`config.mk`:
```
export PLATFORM = sky130hd
export DESIGN_NAME = controle_partida
export DESIGN_NICKNAME = d
export VERILOG_FILES = /design/src/rtl/partida_pkg.sv /design/src/rtl/controle_partida_contador_jogo.sv /design/src/rtl/controle_partida.sv
export SDC_FILE = /design/constraint.sdc
export NUM_CORES = 1
export LEC_CHECK = 0
export ABC_AREA = 1
export CAP_MARGIN = 20
export CORE_ASPECT_RATIO = 0.8
export CORE_MARGIN = 4
export CORE_UTILIZATION = 50
export CTS_CLUSTER_DIAMETER = 50
export DETAILED_ROUTE_END_ITERATION = 10
export PLACE_DENSITY = 0.83
export SLEW_MARGIN = 20
export SYNTH_ARGS = -nofsm -noshare
export SYNTH_HDL_FRONTEND = slang
export SYNTH_HIERARCHICAL = 1
export SYNTH_SLANG_ARGS = --single-unit
```
`constraint.sdc`:
```
create_clock -name clock_in -period 3.9 [get_ports clock_in]
set_input_delay 0.78 -clock clock_in [delete_from_list [all_inputs] [get_ports clock_in]]
set_output_delay 0.78 -clock clock_in [all_outputs]
set_load 0.01 [all_outputs]
```
`src/rtl/partida_pkg.sv`:
```
// Shared types and constants for the game-level sequencer.
package partida_pkg;

    typedef enum logic [2:0] {
        OCIOSO     = 3'd0,
        RODANDO    = 3'd1,
        PAUSADO    = 3'd2,
        VIOLACAO   = 3'd3,
        FIM_QUARTO = 3'd4,
        FIM_JOGO   = 3'd5
    } estado_t;

    localparam logic [4:0] SC_24 = 5'd24;
    localparam logic [4:0] SC_14 = 5'd14;

    localparam int unsigned MIN_W = 4;
    localparam int unsigned SEG_W = 6;
    localparam int unsigned QRT_W = 3;
    localparam int unsigned BUZ_W = 3;
    localparam int unsigned TOT_W = 10;

    // Remaining period time in seconds.
    function automatic logic [TOT_W-1:0] total_seg(input logic [MIN_W-1:0] m,
                                                   input logic [SEG_W-1:0] s);
        return TOT_W'(m) * TOT_W'(60) + TOT_W'(s);
    endfunction

endpackage

```
`src/rtl/controle_partida_contador_jogo.sv`:
```
// Period clock: mm:ss down counter with load, enable, tick and zero/last-second flags.
module contador_jogo
    import partida_pkg::*;
#(
    parameter int unsigned MIN_QUARTO = 10
) (
    input  logic             clock_in,
    input  logic             reset,
    input  logic             carregar,
    input  logic             habilitar,
    input  logic             tick,
    output logic [MIN_W-1:0] minutos,
    output logic [SEG_W-1:0] segundos,
    output logic             zero_c,
    output logic             ultimo_c
);

    assign zero_c   = (minutos == '0) && (segundos == '0);
    assign ultimo_c = (minutos == '0) && (segundos == SEG_W'(1));

    always_ff @(posedge clock_in) begin
        if (reset || carregar) begin
            minutos  <= MIN_W'(MIN_QUARTO);
            segundos <= '0;
        end else if (habilitar && tick && !zero_c) begin
            if (segundos == '0) begin
                minutos  <= minutos - MIN_W'(1);
                segundos <= SEG_W'(59);
            end else begin
                segundos <= segundos - SEG_W'(1);
            end
        end
    end

endmodule

```
`src/rtl/controle_partida.sv`:
```
// Game sequencer: period clock, quarter count, shot-clock control and shared buzzer.
// Optional SC_DESLIGA_EN: suppress shot-clock reloads when less period time remains.
module controle_partida
    import partida_pkg::*;
#(
    parameter int unsigned MIN_QUARTO  = 10,
    parameter int unsigned NUM_QUARTOS = 4,
    parameter int unsigned BUZZ_TICKS  = 3
) (
    input  logic             clock_in,
    input  logic             reset,
    input  logic             tick,
    input  logic             btn_iniciar,
    input  logic             btn_pausar,
    input  logic             evt_posse,
    input  logic             evt_rebote,
    input  logic             sc_zero,
    output logic             sc_carga24,
    output logic             sc_carga14,
    output logic             sc_rodar,
    output logic [MIN_W-1:0] minutos,
    output logic [SEG_W-1:0] segundos,
    output logic [QRT_W-1:0] quarto,
    output logic [2:0]       estado,
    output logic             buzzer
);

    estado_t          state, state_next;
    logic             carga24_c, carga14_c, carregar_c, buzina_c, desliga_c;
    logic             inicia_c, fim_c, zero_c, ultimo_c, recarga_pend_c;
    logic             desligado;
    logic [BUZ_W-1:0] buz_cnt, buz_next;

    contador_jogo #(.MIN_QUARTO(MIN_QUARTO)) u_contador (
        .clock_in  (clock_in),
        .reset     (reset),
        .carregar  (carregar_c),
        .habilitar (state == RODANDO),
        .tick      (tick),
        .minutos   (minutos),
        .segundos  (segundos),
        .zero_c    (zero_c),
        .ultimo_c  (ultimo_c)
    );

    assign estado   = state;
    assign inicia_c = btn_iniciar && !btn_pausar;
    assign fim_c    = zero_c || (tick && ultimo_c);
    // sc_zero is stale until a just-issued reload reaches the shot clock.
    assign recarga_pend_c = sc_carga24 || sc_carga14;

`ifdef SC_DESLIGA_EN
    logic [TOT_W-1:0] restante_c;
    assign restante_c = total_seg(minutos, segundos);
`endif

    always_ff @(posedge clock_in) begin
        if (reset) state <= OCIOSO;
        else       state <= state_next;
    end

    always_comb begin
        state_next = state;
        carga24_c  = 1'b0;
        carga14_c  = 1'b0;
        carregar_c = 1'b0;
        buzina_c   = 1'b0;
        desliga_c  = 1'b0;
        case (state)
            OCIOSO: begin
                if (inicia_c) begin
                    state_next = RODANDO;
                    carga24_c  = 1'b1;
                end
            end
            RODANDO: begin
                if (fim_c) begin
                    state_next = (quarto == QRT_W'(NUM_QUARTOS)) ? FIM_JOGO : FIM_QUARTO;
                    buzina_c   = 1'b1;
                end else if (sc_zero && !recarga_pend_c && !desligado) begin
                    state_next = VIOLACAO;
                    buzina_c   = 1'b1;
                end else if (btn_pausar) begin
                    state_next = PAUSADO;
                end
                if (evt_posse)       carga24_c = 1'b1;
                else if (evt_rebote) carga14_c = 1'b1;
            end
            PAUSADO: begin
                if (inicia_c) state_next = RODANDO;
                if (evt_posse)       carga24_c = 1'b1;
                else if (evt_rebote) carga14_c = 1'b1;
            end
            VIOLACAO: begin
                if (evt_posse) begin
                    state_next = PAUSADO;
                    carga24_c  = 1'b1;
                end
            end
            FIM_QUARTO: begin
                if (inicia_c) begin
                    state_next = PAUSADO;
                    carga24_c  = 1'b1;
                    carregar_c = 1'b1;
                end
            end
            FIM_JOGO: begin
                state_next = FIM_JOGO;
            end
            default: state_next = OCIOSO;
        endcase
`ifdef SC_DESLIGA_EN
        // A new quarter reloads against a fresh period, so it is never suppressed.
        if (!carregar_c) begin
            if (carga24_c && (restante_c < TOT_W'(SC_24))) begin
                carga24_c = 1'b0;
                desliga_c = 1'b1;
            end
            if (carga14_c && (restante_c < TOT_W'(SC_14))) begin
                carga14_c = 1'b0;
                desliga_c = 1'b1;
            end
        end
`endif
    end

    always_comb begin
        buz_next = buz_cnt;
        if (buzina_c)                     buz_next = BUZ_W'(BUZZ_TICKS);
        else if (tick && buz_cnt != '0)   buz_next = buz_cnt - BUZ_W'(1);
    end

    always_ff @(posedge clock_in) begin
        if (reset) begin
            quarto     <= QRT_W'(1);
            buz_cnt    <= '0;
            buzzer     <= 1'b0;
            sc_rodar   <= 1'b0;
            sc_carga24 <= 1'b0;
            sc_carga14 <= 1'b0;
            desligado  <= 1'b0;
        end else begin
            buz_cnt    <= buz_next;
            buzzer     <= (buz_next != '0);
            sc_rodar   <= (state == RODANDO) && !desligado;
            sc_carga24 <= carga24_c;
            sc_carga14 <= carga14_c;
            if (carregar_c) begin
                quarto    <= quarto + QRT_W'(1);
                desligado <= 1'b0;
            end else if (desliga_c) begin
                desligado <= 1'b1;
            end
        end
    end

endmodule

```
==> results of run 1 <==
## per-layer routing
layer	part of all wire, %	global-route usage, %	vias up	wire length (um)
met5	0	0	-	0
met4	0.47	5.49	0	14
met3	4.7	4.67	2	141
met2	42	24.5	32	1240
met1	53	25.6	576	1590
li1	-	-	693	-
## power groups by stage
| stage | sequential, uW | combinational (uW) | clock, uW |
|---|---|---|---|
| after CTS | 292 | 283 | 111 |
| after global routing | 298 | 318 | 124 |
| final | 292 | 282 | 106 |
| after floorplan | 300 | 195 | 0 |
| after global placement | 297 | 275 | 0 |
| after detailed placement | 298 | 282 | 0 |
## per-stage QoR
| step | instance area (um2) | util, % | std cells | hold WS (ns) |
|---|---|---|---|---|
| floorplan | 1400 | - | 199 | 0.506 |
| CTS | 1720 | 67.0 | 263 | 0.519 |
| detailed placement | 1690 | 66.0 | 259 | 0.493 |
| global route | 1720 | 67.0 | 263 | 0.547 |
| global placement | 1690 | 66.0 | 259 | 0.493 |
| finish | 1720 | 67.0 | 263 | 0.510 |
## sequential cells by signal, indices dropped and copies added, names as in the netlist
signal / cells
sc_carga24: 1
sc_rodar: 1
u_contador/segundos: 6
estado: 3
buz_cnt: 3
quarto: 3
sc_carga14: 1
buzzer: 1
u_contador/minutos: 4
## cells in the mapped netlist (2+ instances only)
master,instances
ha_1,8
nand2_4,3
a21oi_2,2
nand3_1,16
dfxtp_1,23
xor2_1,4
inv_2,2
o21ai_0,5
nor2_1,20
nand3b_1,2
nor3_1,3
a21oi_1,16
nand2_2,2
nand2_1,47
nand4_1,4
inv_1,28
## worst paths after layout
kind	startpoint	to	cells after the start
worst max-delay path	estado[2]	estado[2]	1
worst min-delay path	quarto[1]	quarto[1]	2
worst max register to register	u_contador/segundos[0]	buz_cnt[2]	12
worst min register to register	quarto[1]	quarto[1]	2
## kinds of logic (layout without fill, tap and decap cells)
group,count (synthesis),after routing,synth area share (%)
AO/OA/AOI/OAI,24,24,9.15
XOR/XNOR,4,4,2.51
adder cells (fa/ha/maj),8,8,7.18
buffers and inverters,34,62,9.87
flip-flops,23,23,33.0
AND/OR/NAND/NOR,106,106,38.3
## area by class of cell
type / instances / area (um2)
inverter: 31 / 118
timing repair buffer: 27 / 270
sequential: 23 / 460
fill: 261 / 846
multi-input combinational: 142 / 797
clock buffer: 4 / 26.3
tap: 36 / 45.0
==> summary.md, run 1 <==
| Metric | Value |
|---|---|
| Row cnt | 16 |
| Diode count | 0 |
| Share of the synthesized area in the top cell type | 33.0% |
| Share of flip-flops with an asynchronous set or reset | 0% |
| Core Region | 0.00256 mm2 |
| Clk buf depth | 2 |
| CP max FO | 13 |
| Critical path arrival | 1.53 ns |
| Final setup margin | 1.59 ns |
| Clock latency on the worst-skew pair | 0.30 ns |
| Startpoint types | register |
| Worst IR Drop VDD | 0.158 mV |
| Status | completed |
| CP Class | reg2out |
| Clock Skew | 0.00685 ns |
| Sw power | 251 uW |
| Vias post-DR | 1303 |
| Overflow after GRT | 0 |
| Ys Warns | 6 |
| CTS tree | yes |
| Worst-margin pin slew | 0.439 ns |
| Nets | 244 |
| Switching Share | 36.9% |
| Detailed Routing Iterations Pass 1 | 4 |
| Layout Area Growth over Synthesis | 23.0% |
| GRT Util Overall | 17.5% |
| Synth Net Count | 215 |
| Most frequent cells in the layout | 47 x nand2_1, 28 x inv_1, 27 x clkdlybuf4s50_1, 23 x dfxtp_1, 20 x nor2_1 |
| CTS Sinks | 23 |
| Mean area per synthesized cell | 7.01 um2 |
| Int Pwr | 429 uW |
| Cts-stage hold buffer count | 0 |
| Synth top area cells | dfxtp_1 33%, nand2_1 13%, inv_1 7.5% |
| GPL Wtd Cong | 0.810 |
| Comb power frac | 41.4% |
| Setup Fix Bufs, Post-CTS | 0 |
| Initial cell density of the core | 54.4% |
| Max-slew headroom | 70.6% |
| Most common cell after layout, fill and taps aside | nand2_1 |
| Top FF cell, synth | dfxtp_1 |
| Post-DP HPWL | 2350 um |
| I/O Buffers | 27 |
| Routed length per placed instance | 11.3 um |
| Worst path bufs/invs | 1 |
| Hold Fails Final Rpt | 0 |
| Via/cell ratio | 4.95 |
| Vias in the first global route | 1159 |
| Antenna violations before repair | 0 |
| Final WL | 2980 um |
| Syn Inst Count | 199 |
| Root Buffer | clkbuf_4 |
| Synthesized flop and latch total | 23 |
| Min Tclk post-route | 2.31 ns |
| Setup TNS | 0 ns |
| Hold WC Path Type | reg2reg |
| Cell accounting for the most synthesized area | dfxtp_1 |
| Die ar. | 0.00370 mm2 |
| Cts bufs inserted | 3 |
| CTS resizes | 0 |
| Post-synth EDFFs | 0 |
| Overall power | 680 uW |
| Synthesized cell area | 0.00140 mm2 |
| PwrDens | 396 mW/mm2 |
| Post-route ant nets | 0 |
| Data required, critical path | 3.12 ns |
| Worst slack, placed | 1.49 ns |
| Final worst-path cycle share | 59.3% |
| Die width | 67.1 um |
| Critical Path End Type | output pin |
| Clock share of power | 15.6% |
| Final Max Tran Viols | 0 |
| Clk slew on worst S/H paths | 0.12 ns |
| Leak | 0.000775 uW |
| Unrepaired setup endpoints after global routing | no |
| Crit-path max cell delay | 0.62 ns |
| Die Y | 55.2 um |
| Reg2reg setup slack | 2.02 ns |
| Global-route wire length before repair | 5100 um |
| H-tree depth | 1 |
| DRT iter0 DRCs | 44 |
| Max-cap violations | 0 |
| Share of post-route cells with drive strength above 1 | 8.37% |
| Crit-path slowest cell | clkdlybuf4s50_1 |
| Post-synth cell types | 30 |
| Largest net degree at the start of global routing | 14 |
| Seq/Total Area, Yosys | 33.0% |
| Post-route DRC | 0 |
| CP Cell Sequence | clkdlybuf4s50_1 |
| CP top delay family | buffers and inverters |
| Reg power frac | 43.0% |
| Io pins | 28 |
| Max Clk Rate | 432 MHz |
| Count of final setup violators | 0 |
(Power assumes the default switching activity.)
==> inputs of run 2 (changes only) <==
--- a/config.mk
+++ b/config.mk
@@ -9,10 +9,10 @@
 export CAP_MARGIN = 20
 export CORE_ASPECT_RATIO = 0.8
 export CORE_MARGIN = 4
-export CORE_UTILIZATION = 50
+export CORE_UTILIZATION = 46
 export CTS_CLUSTER_DIAMETER = 50
 export DETAILED_ROUTE_END_ITERATION = 10
-export PLACE_DENSITY = 0.83
+export PLACE_DENSITY = 0.8
 export SLEW_MARGIN = 20
 export SYNTH_ARGS = -nofsm -noshare
 export SYNTH_HDL_FRONTEND = slang
==> constraint.sdc (replaced) <==
create_clock -name clock_in -period 2.1 [get_ports clock_in]
set_input_delay 0.42 -clock clock_in [delete_from_list [all_inputs] [get_ports clock_in]]
set_output_delay 0.42 -clock clock_in [all_outputs]
set_load 0.01 [all_outputs]
==> run 2 against run 1 <==
Clock-buffer cell count unchanged. Critical endpoint unchanged. Total power up 96%. Largest cell class unchanged. Routed wire length down 1.8%. Register-to-register slack worse by 1.7 ns. Critical path type unchanged.
==> summary.md, run 2 (same netlist as run 1, synthesis figures left out) <==
| Metric | Value |
|---|---|
| Critical Path End Type | output pin |
| Vias in the first global route | 1221 (+5.3%) |
| Critical path arrival | 1.50 ns (-0.03 ns) |
| Core Region | 0.00283 mm2 (+10%) |
| PwrDens | 761 mW/mm2 (+92%) |
| Nets | 246 (+0.82%) |
| GRT Util Overall | 16.3% (-1.2 points) |
| Clock Skew | 0.00389 ns (-0.00296 ns) |
| Placed cells | 263 (+1.5%) |
| Setup TNS | 0 ns (unchanged) |
| Crit-path max cell delay | 0.63 ns (about the same) |
| Worst IR Drop VDD | 0.599 mV (+280%) |
| Die Y | 57.3 um (+3.6%) |
| CTS Sinks | 23 (unchanged) |
| Reg2reg setup slack | 0.29 ns (-1.73 ns) |
| CP max FO | 13 (unchanged) |
| Startpoint types | register |
| Final Max Tran Viols | 0 (unchanged) |
| Cts bufs inserted | 3 (unchanged) |
| Detailed Routing Iterations Pass 1 | 4 (unchanged) |
| Data required, critical path | 1.68 ns (-1.44 ns) |
| Cts-stage hold buffer count | 0 (unchanged) |
| Unrepaired setup endpoints after global routing | no |
| GR Util met2 | 22.7% (-1.8 points) |
| I/O Buffers | 27 (unchanged) |
| Min Tclk post-route | 1.92 ns |
| DRT iter0 DRCs | 79 (+80%) |
| Clk buf depth | 2 (unchanged) |
| Crit path to | estado[2] |
| Post-route ant nets | 0 (unchanged) |
| Antenna violations before repair | 0 (unchanged) |
| Vias post-DR | 1283 (-1.5%) |
| Non-filler instance count after layout | 267 (+1.5%) |
| Post-route DRC | 0 (unchanged) |
| R2R cell count | 13 (+1) |
| Global-route wire length before repair | 5330 um (+4.6%) |
| Crit-path slowest cell | clkdlybuf4s50_1 |
| Hold WC Path Type | reg2reg |
| Layout Area Growth over Synthesis | 25.7% |
| Initial cell density of the core | 49.3% (-5.1 points) |
| Leak | 0.000793 uW (+2.2%) |
| CP Cell Sequence | clkdlybuf4s50_1 |
| R2r startpoint | u_contador/segundos[0] |
| Diode count | 0 (unchanged) |
| Final non-filler cell area | 0.00175 mm2 (+2.1%) |
| Root Buffer | clkbuf_8 |
| Io pins | 28 (unchanged) |
| Status | completed |
| H-tree depth | 1 (unchanged) |
| Share of post-route cells with drive strength above 1 | 9.17% (+0.80 points) |
| Final worst-path cycle share | 91.3% |
| Max-cap violations | 0 (unchanged) |
| Die ar. | 0.00398 mm2 (+7.5%) |
| Via/cell ratio | 4.81 (-3.0%) |
| Clock latency on the worst-skew pair | 0.27 ns (-0.03 ns) |
| Count of final setup violators | 0 (unchanged) |
| Reg2Reg Capture Point | buzzer |
| Reg with most FFs | u_contador/segundos |
| Max-slew headroom | 69.5% (-1.2 points) |
| Final WL | 2930 um (-1.8%) |
| Fillers | 253 (-3.1%) |
| Worst-margin pin slew | 0.458 ns (+0.0184 ns) |
| Setup crit start | estado[2] |
| Die width | 69.6 um (+3.8%) |
| Regs by FF count | u_contador/segundos x6, u_contador/minutos x4 |
| Setup Fix Bufs, Post-CTS | 0 (unchanged) |
| Row cnt | 17 (+1) |
| Largest net degree at the start of global routing | 14 (unchanged) |
| Max reg flops | 6 (unchanged) |
| Worst path bufs/invs | 1 (unchanged) |
| Routed length per placed instance | 11.0 um (-3.3%) |
| CP top delay family | buffers and inverters |
| CTS resizes | 0 (unchanged) |
| Clk slew on worst S/H paths | 0.08 ns (-0.04 ns) |
| Hold Fails Final Rpt | 0 (unchanged) |
| Most frequent cells in the layout | 47 x nand2_1, 28 x inv_1, 27 x clkdlybuf4s50_1, 23 x dfxtp_1, 20 x nor2_1 |
| Most common cell after layout, fill and taps aside | nand2_1 |
| Overflow after GRT | 0 (unchanged) |
| CTS tree | yes |
| Max Clk Rate | 522 MHz |
| DP Area | 0.00171 mm2 (+1.0%) |
| CP Class | reg2out |
| Top Usage Layer GRT | met1 |
| Met1 global-route usage | 23.6% (-1.9 points) |
| GPL Wtd Cong | 0.864 (+6.7%) |
| Post-DP HPWL | 2240 um (-4.7%) |
| Met3 usage | 4.05% (-0.62 points) |
| Cell depth of the worst setup path | 1 (unchanged) |
==> run 2: changes by cell type in the layout (fill, tap and decap cells not counted) <==
| cell | change |
|---|---|
| buf_4 | +2 |
| clkbuf_8 | +3 |
| clkbuf_4 | -3 |
==> run 2: worst min-delay path by stage <==
stage,startpoint,end,cells after the start
after floorplan,buz_cnt[1],buz_cnt[1],2
after global placement,u_contador/minutos[0],u_contador/minutos[0],2
after detailed placement,u_contador/segundos[1],u_contador/segundos[1],2
after CTS,u_contador/segundos[1],u_contador/segundos[1],2
after global routing,u_contador/segundos[5],u_contador/segundos[5],2
final,u_contador/segundos[1],u_contador/segundos[1],2
==> run 2: layer usage <==
layer / vias up / wire length, um
met1: 549 / 1520
li1: 695 / -
met3: 4 / 204
met2: 35 / 1160
met4: 0 / 50
met5: - / 0
==> run 2: area by class of cell <==
cell class	count	area, um2	share of cell area, %
inverter	31	118	6.71
tap	38	47.5	2.71
timing repair buffer	29	285	16.3
multi-input combinational	142	797	45.5
clock buffer	4	45.0	2.57
sequential	23	460	26.3
==> run 2: per-stage QoR <==
step	setup WS, ns	util (%)	hold WS (ns)	power (uW)
2_1_floorplan	0.406	-	0.506	920
3_3_place_gp	0.205	60.4	0.502	1060
3_5_place_dp	0.150	60.4	0.506	1070
4_1_cts	0.184	62.0	0.519	1350
5_1_grt	0.0497	62.0	0.553	1440
6_report	0.184	62.0	0.513	1330
==> run 2: report_power, final <==
part	leakage, uW	switching [uW]	total, uW	internal (uW)
clock	0.0000228	141	277	136
sequential	0.000188	46.6	542	495
combinational	0.000583	286	516	230
==> run 2: tightest hold or removal path, delay by kind of cell, from the launching register on <==
family / cells / cell delay [ns]
and+or+nand+nor: 2 / 0.15
DFF: 1 / 0.33
==> inputs of run 3 (changes only) <==
--- a/config.mk
+++ b/config.mk
@@ -6,7 +6,6 @@
 export NUM_CORES = 1
 export LEC_CHECK = 0
 export ABC_AREA = 1
-export CAP_MARGIN = 20
 export CORE_ASPECT_RATIO = 0.8
 export CORE_MARGIN = 4
 export CORE_UTILIZATION = 46
==> results of run 3 <==
No change in the layout: final DEF, timing and power equal those of run 2.
